--- src/rtl/id_operand_stage_pkg.sv ---
// Shared decode constants, hold-FSM state type and forwarding-entry width helper
// for the ID operand stage.
package id_operand_stage_pkg;

  localparam logic [5:0] OP_SPECIAL = 6'b000000;
  localparam logic [5:0] OP_REGIMM  = 6'b000001;
  localparam logic [5:0] OP_J       = 6'b000010;
  localparam logic [5:0] OP_JAL     = 6'b000011;
  localparam logic [5:0] OP_BEQ     = 6'b000100;
  localparam logic [5:0] OP_BNE     = 6'b000101;
  localparam logic [5:0] OP_BLEZ    = 6'b000110;
  localparam logic [5:0] OP_BGTZ    = 6'b000111;
  localparam logic [5:0] OP_LUI     = 6'b001111;

  localparam logic [5:0] FN_JR      = 6'b001000;
  localparam logic [5:0] FN_JALR    = 6'b001001;

  localparam logic [4:0] RT_BLTZ    = 5'b00000;
  localparam logic [4:0] RT_BGEZ    = 5'b00001;

  typedef enum logic {
    HOLD_RUN  = 1'b0,
    HOLD_HELD = 1'b1
  } hold_state_e;

  // Width of one {we, waddr, wdata} forwarding entry.
  function automatic int fwd_ent_wd(input int ra_w, input int data_w);
    return 1 + ra_w + data_w;
  endfunction

endpackage

--- src/rtl/id_fwd_mux.sv ---
// Priority forwarding mux for one source operand: lowest-index matching writer
// wins, else regfile data; register 0 always reads as zero.
module id_fwd_mux
  import id_operand_stage_pkg::*;
#(
  parameter int NUM_FWD = 3,
  parameter int RA_W    = 5,
  parameter int DATA_W  = 32
) (
  input  logic [NUM_FWD*(1+RA_W+DATA_W)-1:0] fwd_bus,
  input  logic [RA_W-1:0]                    raddr,
  input  logic [DATA_W-1:0]                  rf_rdata,
  output logic [DATA_W-1:0]                  data
);

  localparam int ENT_W = fwd_ent_wd(RA_W, DATA_W);

  logic [ENT_W-1:0] ent;

  // NOTE: every variable written here gets a default first so no path leaves
  // it unassigned; a missing default would infer a latch.
  always_comb begin
    data = rf_rdata;
    ent  = '0;
    // Walk from oldest to youngest so the youngest match overwrites last.
    for (int s = NUM_FWD - 1; s >= 0; s--) begin
      ent = fwd_bus[s*ENT_W +: ENT_W];
      if (ent[ENT_W-1] && (ent[DATA_W +: RA_W] == raddr)) begin
        data = ent[DATA_W-1:0];
      end
    end
    if (raddr == '0) begin
      data = '0;
    end
  end

endmodule

--- src/rtl/id_operand_stage.sv ---
// Decode-stage operand unit: IF->ID register, stall hold buffer, forwarding,
// load-use detection and ID-stage branch resolve. Optional counters: ID_PERF_CNT_EN.
module id_operand_stage
  import id_operand_stage_pkg::*;
#(
  parameter int DATA_W  = 32,
  parameter int PC_W    = 32,
  parameter int RA_W    = 5,
  parameter int NUM_FWD = 3
) (
  input  logic                               clk,
  input  logic                               rst_n,
  input  logic                               stall_id,
  input  logic                               stall_ex,
  input  logic                               if_valid,
  input  logic [PC_W-1:0]                    if_pc,
  input  logic [31:0]                        inst_rdata,
  input  logic [NUM_FWD*(1+RA_W+DATA_W)-1:0] fwd_bus,
  input  logic                               ex_is_load,
  output logic [RA_W-1:0]                    rf_raddr1,
  output logic [RA_W-1:0]                    rf_raddr2,
  input  logic [DATA_W-1:0]                  rf_rdata1,
  input  logic [DATA_W-1:0]                  rf_rdata2,
  output logic                               id_valid,
  output logic [PC_W-1:0]                    id_pc,
  output logic [31:0]                        id_inst,
  output logic [DATA_W-1:0]                  src1,
  output logic [DATA_W-1:0]                  src2,
  output logic                               stallreq,
  output logic                               br_taken,
  output logic [PC_W-1:0]                    br_target,
  output logic [31:0]                        perf_lu_cnt,
  output logic [31:0]                        perf_br_cnt
);

  localparam int ENT_W = fwd_ent_wd(RA_W, DATA_W);

  hold_state_e state_q, state_d;
  logic [31:0] hold_reg;

  // NOTE: state registers use non-blocking assignments so every flop samples
  // pre-edge values regardless of statement order.
  always_ff @(posedge clk) begin
    if (!rst_n) begin
      id_valid <= 1'b0;
      id_pc    <= '0;
    end else if (stall_id && !stall_ex) begin
      id_valid <= 1'b0;
      id_pc    <= '0;
    end else if (!stall_id) begin
      id_valid <= if_valid;
      id_pc    <= if_pc;
    end
  end

  // The SRAM re-reads a new address while ID is stalled, so the word seen on
  // the first stalled edge is parked until the stall lifts.
  always_ff @(posedge clk) begin
    if (!rst_n) begin
      state_q  <= HOLD_RUN;
      hold_reg <= '0;
    end else begin
      state_q <= state_d;
      if (state_q == HOLD_RUN && stall_id) begin
        hold_reg <= inst_rdata;
      end
    end
  end

  always_comb begin
    state_d = state_q;
    case (state_q)
      HOLD_RUN:  if (stall_id)  state_d = HOLD_HELD;
      HOLD_HELD: if (!stall_id) state_d = HOLD_RUN;
      default:   state_d = HOLD_RUN;
    endcase
  end

  assign id_inst = !id_valid ? '0 : ((state_q == HOLD_HELD) ? hold_reg : inst_rdata);

  logic [5:0]  op, funct;
  logic [4:0]  rs, rt;
  logic [15:0] imm;
  logic [25:0] index;

  assign op    = id_inst[31:26];
  assign rs    = id_inst[25:21];
  assign rt    = id_inst[20:16];
  assign imm   = id_inst[15:0];
  assign funct = id_inst[5:0];
  assign index = id_inst[25:0];

  assign rf_raddr1 = RA_W'(rs);
  assign rf_raddr2 = RA_W'(rt);

  id_fwd_mux #(.NUM_FWD(NUM_FWD), .RA_W(RA_W), .DATA_W(DATA_W)) u_fwd_rs (
    .fwd_bus  (fwd_bus),
    .raddr    (rf_raddr1),
    .rf_rdata (rf_rdata1),
    .data     (src1)
  );

  id_fwd_mux #(.NUM_FWD(NUM_FWD), .RA_W(RA_W), .DATA_W(DATA_W)) u_fwd_rt (
    .fwd_bus  (fwd_bus),
    .raddr    (rf_raddr2),
    .rf_rdata (rf_rdata2),
    .data     (src2)
  );

  logic            use_rs, use_rt;
  logic            ex_we;
  logic [RA_W-1:0] ex_waddr;

  assign use_rs   = !(op == OP_J || op == OP_JAL || op == OP_LUI);
  assign use_rt   = (op == OP_SPECIAL) || (op == OP_BEQ) || (op == OP_BNE) ||
                    (op[5:3] == 3'b101);
  assign ex_we    = fwd_bus[ENT_W-1];
  assign ex_waddr = fwd_bus[DATA_W +: RA_W];

  assign stallreq = id_valid && ex_is_load && ex_we && (ex_waddr != '0) &&
                    ((use_rs && ex_waddr == rf_raddr1) ||
                     (use_rt && ex_waddr == rf_raddr2));

  logic [PC_W-1:0] pc_plus4, br_off_target, target;
  logic            src1_neg, src1_zero, cond_taken, is_jump;

  assign pc_plus4      = id_pc + PC_W'(4);
  assign br_off_target = pc_plus4 + {{(PC_W-18){imm[15]}}, imm, 2'b00};
  assign src1_neg      = src1[DATA_W-1];
  assign src1_zero     = (src1 == '0);

  always_comb begin
    cond_taken = 1'b0;
    is_jump    = 1'b0;
    target     = br_off_target;
    case (op)
      OP_BEQ:  cond_taken = (src1 == src2);
      OP_BNE:  cond_taken = (src1 != src2);
      OP_BLEZ: cond_taken = src1_neg || src1_zero;
      OP_BGTZ: cond_taken = !src1_neg && !src1_zero;
      OP_REGIMM: begin
        if (rt == RT_BLTZ)      cond_taken = src1_neg;
        else if (rt == RT_BGEZ) cond_taken = !src1_neg;
      end
      OP_J, OP_JAL: begin
        is_jump = 1'b1;
        target  = {pc_plus4[PC_W-1:28], index, 2'b00};
      end
      OP_SPECIAL: begin
        if (funct == FN_JR || funct == FN_JALR) begin
          is_jump = 1'b1;
          target  = PC_W'(src1);
        end
      end
      default: ;
    endcase
  end

  // A branch reading a not-yet-loaded register must not redirect on stale data.
  assign br_taken  = id_valid && !stallreq && (cond_taken || is_jump);
  assign br_target = br_taken ? target : '0;

`ifdef ID_PERF_CNT_EN
  always_ff @(posedge clk) begin
    if (!rst_n) begin
      perf_lu_cnt <= '0;
      perf_br_cnt <= '0;
    end else begin
      if (stallreq)              perf_lu_cnt <= perf_lu_cnt + 32'd1;
      if (br_taken && !stall_id) perf_br_cnt <= perf_br_cnt + 32'd1;
    end
  end
`else
  assign perf_lu_cnt = '0;
  assign perf_br_cnt = '0;
`endif

endmodule

--- config.mk ---
export PLATFORM = sky130hd
export DESIGN_NAME = id_operand_stage
export DESIGN_NICKNAME = d
export VERILOG_FILES = /design/src/rtl/id_operand_stage_pkg.sv /design/src/rtl/id_fwd_mux.sv /design/src/rtl/id_operand_stage.sv
export SDC_FILE = /design/constraint.sdc
export NUM_CORES = 1
export LEC_CHECK = 0
export ABC_AREA = 0
export CORE_AREA = 3 3 186 188
export DETAILED_ROUTE_END_ITERATION = 6
export DIE_AREA = 0 0 189 191
export DONT_BUFFER_PORTS = 1
export PLACE_DENSITY_LB_ADDON = 0.3
export SYNTH_ARGS = -nofsm -noshare
export SYNTH_HDL_FRONTEND = slang
export SYNTH_HIERARCHICAL = 1
export SYNTH_SLANG_ARGS = --single-unit
--- constraint.sdc ---
create_clock -name clk -period 15.6 [get_ports clk]
set_input_delay 3.12 -clock clk [delete_from_list [all_inputs] [get_ports clk]]
set_output_delay 3.12 -clock clk [all_outputs]
set_load 0.02 [all_outputs]
==> run metrics <==
status=finished clean; max_slew headroom=24.98%; Setup crit start kind=input pin; Place WS=3871 ps; switching power=274.5 uW; Final period util=76.56%; gpl congestion=0.9348; slowest stage delay, CP=950 ps; Core Box Area=33280 um2; clock-pin slew on the worst setup and hold paths=50 ps; GRT Util Overall=26.11%; die footprint=36100 um2; Mapped Area=9947 um2; most common cell after layout, fill and taps aside=nand2_1; Routed WL=50.52 mm; number of vias per cell=6.074; clk sinks=66; Critical Path RT=12480 ps; hold_buf cts=0; vias in the first global route=9901; min Tclk post-route=11940 ps; ys flop type=dfxtp_1; final setup fails=0; RSZ-0062 raised after global routing=false; layout cells sized above 1=10.74%; synth-to-layout area growth=5.610%; Syn. warnings=6; Setup CP Type=in -> out; Clock Tree Buf Depth=2; die height=191 um; row count=67; Residual DRC=0; Worst setup EP type=output port; syn_area_per_cell=7.271 um2; critical path fanouts, max=33; share of power burned in registers=29.1%; largest net degree at the start of global routing=65; vias post-DR=10.82k; #FFs+latches synth=66; CP top delay family=simple AND/OR/NAND/NOR gates; worst slew pin tran=1120 ps; Die Span X=189 um; Leakage Power=4.048 nW; Yosys cell types=82; clock latency on the worst-skew pair=350 ps; Final Skew=7.985 ps; number of flops mapped to enable cells by yosys=0; ys async rst share=0%; nets=1608; Syn Inst Count=1368; grt total ovfl=0; final setup margin=3657 ps; total CTS buffers=9; Top Ports=485; Comb power frac=38.8%; WL per Instance=28.35 um; hpwl dp=38.85 mm; Antenna Nets Post-Route=0; CTS tree=done; max cap viols=0; reg-to-reg slack, setup=13840 ps; Internal Power=387.2 uW; Final Slew Violations=0; first-pass GRT wire length=70.97 mm; post-synthesis sequential area ratio=13.28%; port buffer count=0; commonest cells after routing, fill and taps aside=173 x nand2_1, 85 x nor2_1, 77 x o21ai_0, 68 x xor2_1, 67 x a31oi_1; PwrDens=62.98 nW/um2; Net Sw Frac=41.48%; fmax=0.08373 GHz; TNS Setup=0 ps; CTS HTree Levels=3; crit path cell chain=mux2i_1, nor2b_2, buf_4, xor2_2, buf_4, or2_4, nor2_4, o221ai_1, a31oi_1, xor2_1, nor4_1, nand4_1, nor2_1, mux2i_1, o2111ai_1, a31o_4, a221oi_2; post-CTS setup buffer count=0; drt pass-1 iters=6; Initial Util=29.89%; arrival time at the worst endpoint=8820 ps; CTS root buffer=clkbuf_16; Resize count post-CTS=0; endpoints failing hold=0; drt first-iter violations=1226; worst hold-check path type=reg -> reg; crit path buf inv count=2; initial antenna violation count=1; worst vdd ir=0.04174 mV; slowest CP cell=nor4_1; clock network power share=32.2%
## area by class of cell
type                            instances  area, um2
Antenna cell                            2      5.005
Clock buffer                           11      252.7
Clock inverter                          4      51.30
Fill cell                            3644      22780
Inverter                               23      86.33
Multi-Input combinational cell       1166       7761
Sequential cell                        66       1323
Tap cell                              448      560.5
Timing Repair Buffer                   62      465.4
## worst register-to-register path, stage by stage, from the launching register on
cell	delay, ps
dfxtp_2	310
buf_4	540
nand2b_1	200
buf_4	330
nand2_1	110
a21boi_0	190
## kinds of logic after synthesis
| logic type | Yosys count | share of synthesized area (%) |
|---|---|---|
| mux | 67 | 6.792 |
| fa+ha+maj | 32 | 4.101 |
| compound gates | 405 | 28.92 |
| flops | 66 | 13.28 |
| simple gates | 478 | 24.13 |
| xor+xnor | 120 | 10.64 |
| buf+inv | 199 | 12.10 |
| other cells | 1 | 0.03770 |
## worst paths after layout
| kind | start | endpoint | cells past startpoint |
|---|---|---|---|
| setup / recovery | inst_rdata[17] | br_target[24] | 17 |
| hold / removal | hold_reg[8] | hold_reg[8] | 2 |
| setup reg to reg | state_q | hold_reg[0] | 5 |
| hold reg to reg | hold_reg[8] | hold_reg[8] | 2 |
## stage by stage
step / hold WS [ps] / total power [mW] / util [%] / instances / area (um2)
finish: 460.4 / 0.6616 / 31.57 / 1782 / 10510
global route: 479.5 / 0.6876 / 31.56 / 1781 / 10500
CTS: 463.9 / 0.6625 / 31.55 / 1780 / 10500
detailed placement: 455.9 / 0.4476 / 30.64 / 1765 / 10200
global placement: 448.3 / 0.4467 / 30.64 / 1765 / 10200
floorplan: 443.1 / 0.3840 / - / 1431 / 10180
## power by group through the flow
stage | registers (mW) | clock network [mW] | logic (mW)
2_1_floorplan | 0.193 | 0 | 0.191
3_5_place_dp | 0.196 | 0 | 0.252
3_3_place_gp | 0.196 | 0 | 0.251
4_1_cts | 0.192 | 0.217 | 0.253
6_report | 0.192 | 0.213 | 0.256
5_1_grt | 0.194 | 0.221 | 0.274
## layer usage
metal	GRT usage, %	routed length (um)
met5	0	0
met4	8.536	1841
met2	42.68	23320
met1	32.48	19640
met3	8.509	5720
## Yosys cell counts, types with 23 or more instances
cell	n	area [um2]
a21boi_0	32	240.2
a21oi_1	36	180.2
a22oi_1	26	195.2
a31oi_1	72	450.4
buf_4	85	638.1
clkbuf_1	56	210.2
dfxtp_1	66	1321
ha_1	31	387.9
mux2i_1	63	630.6
nand2_1	173	649.4
nand3_1	27	135.1
nor2_1	86	322.8
nor2b_1	29	181.4
nor4_1	23	143.9
o21ai_0	77	385.4
o221ai_1	63	551.8
or3_1	65	406.6
xnor2_1	47	411.6
xor2_1	72	630.6
Power figures use the tool's default switching activity.
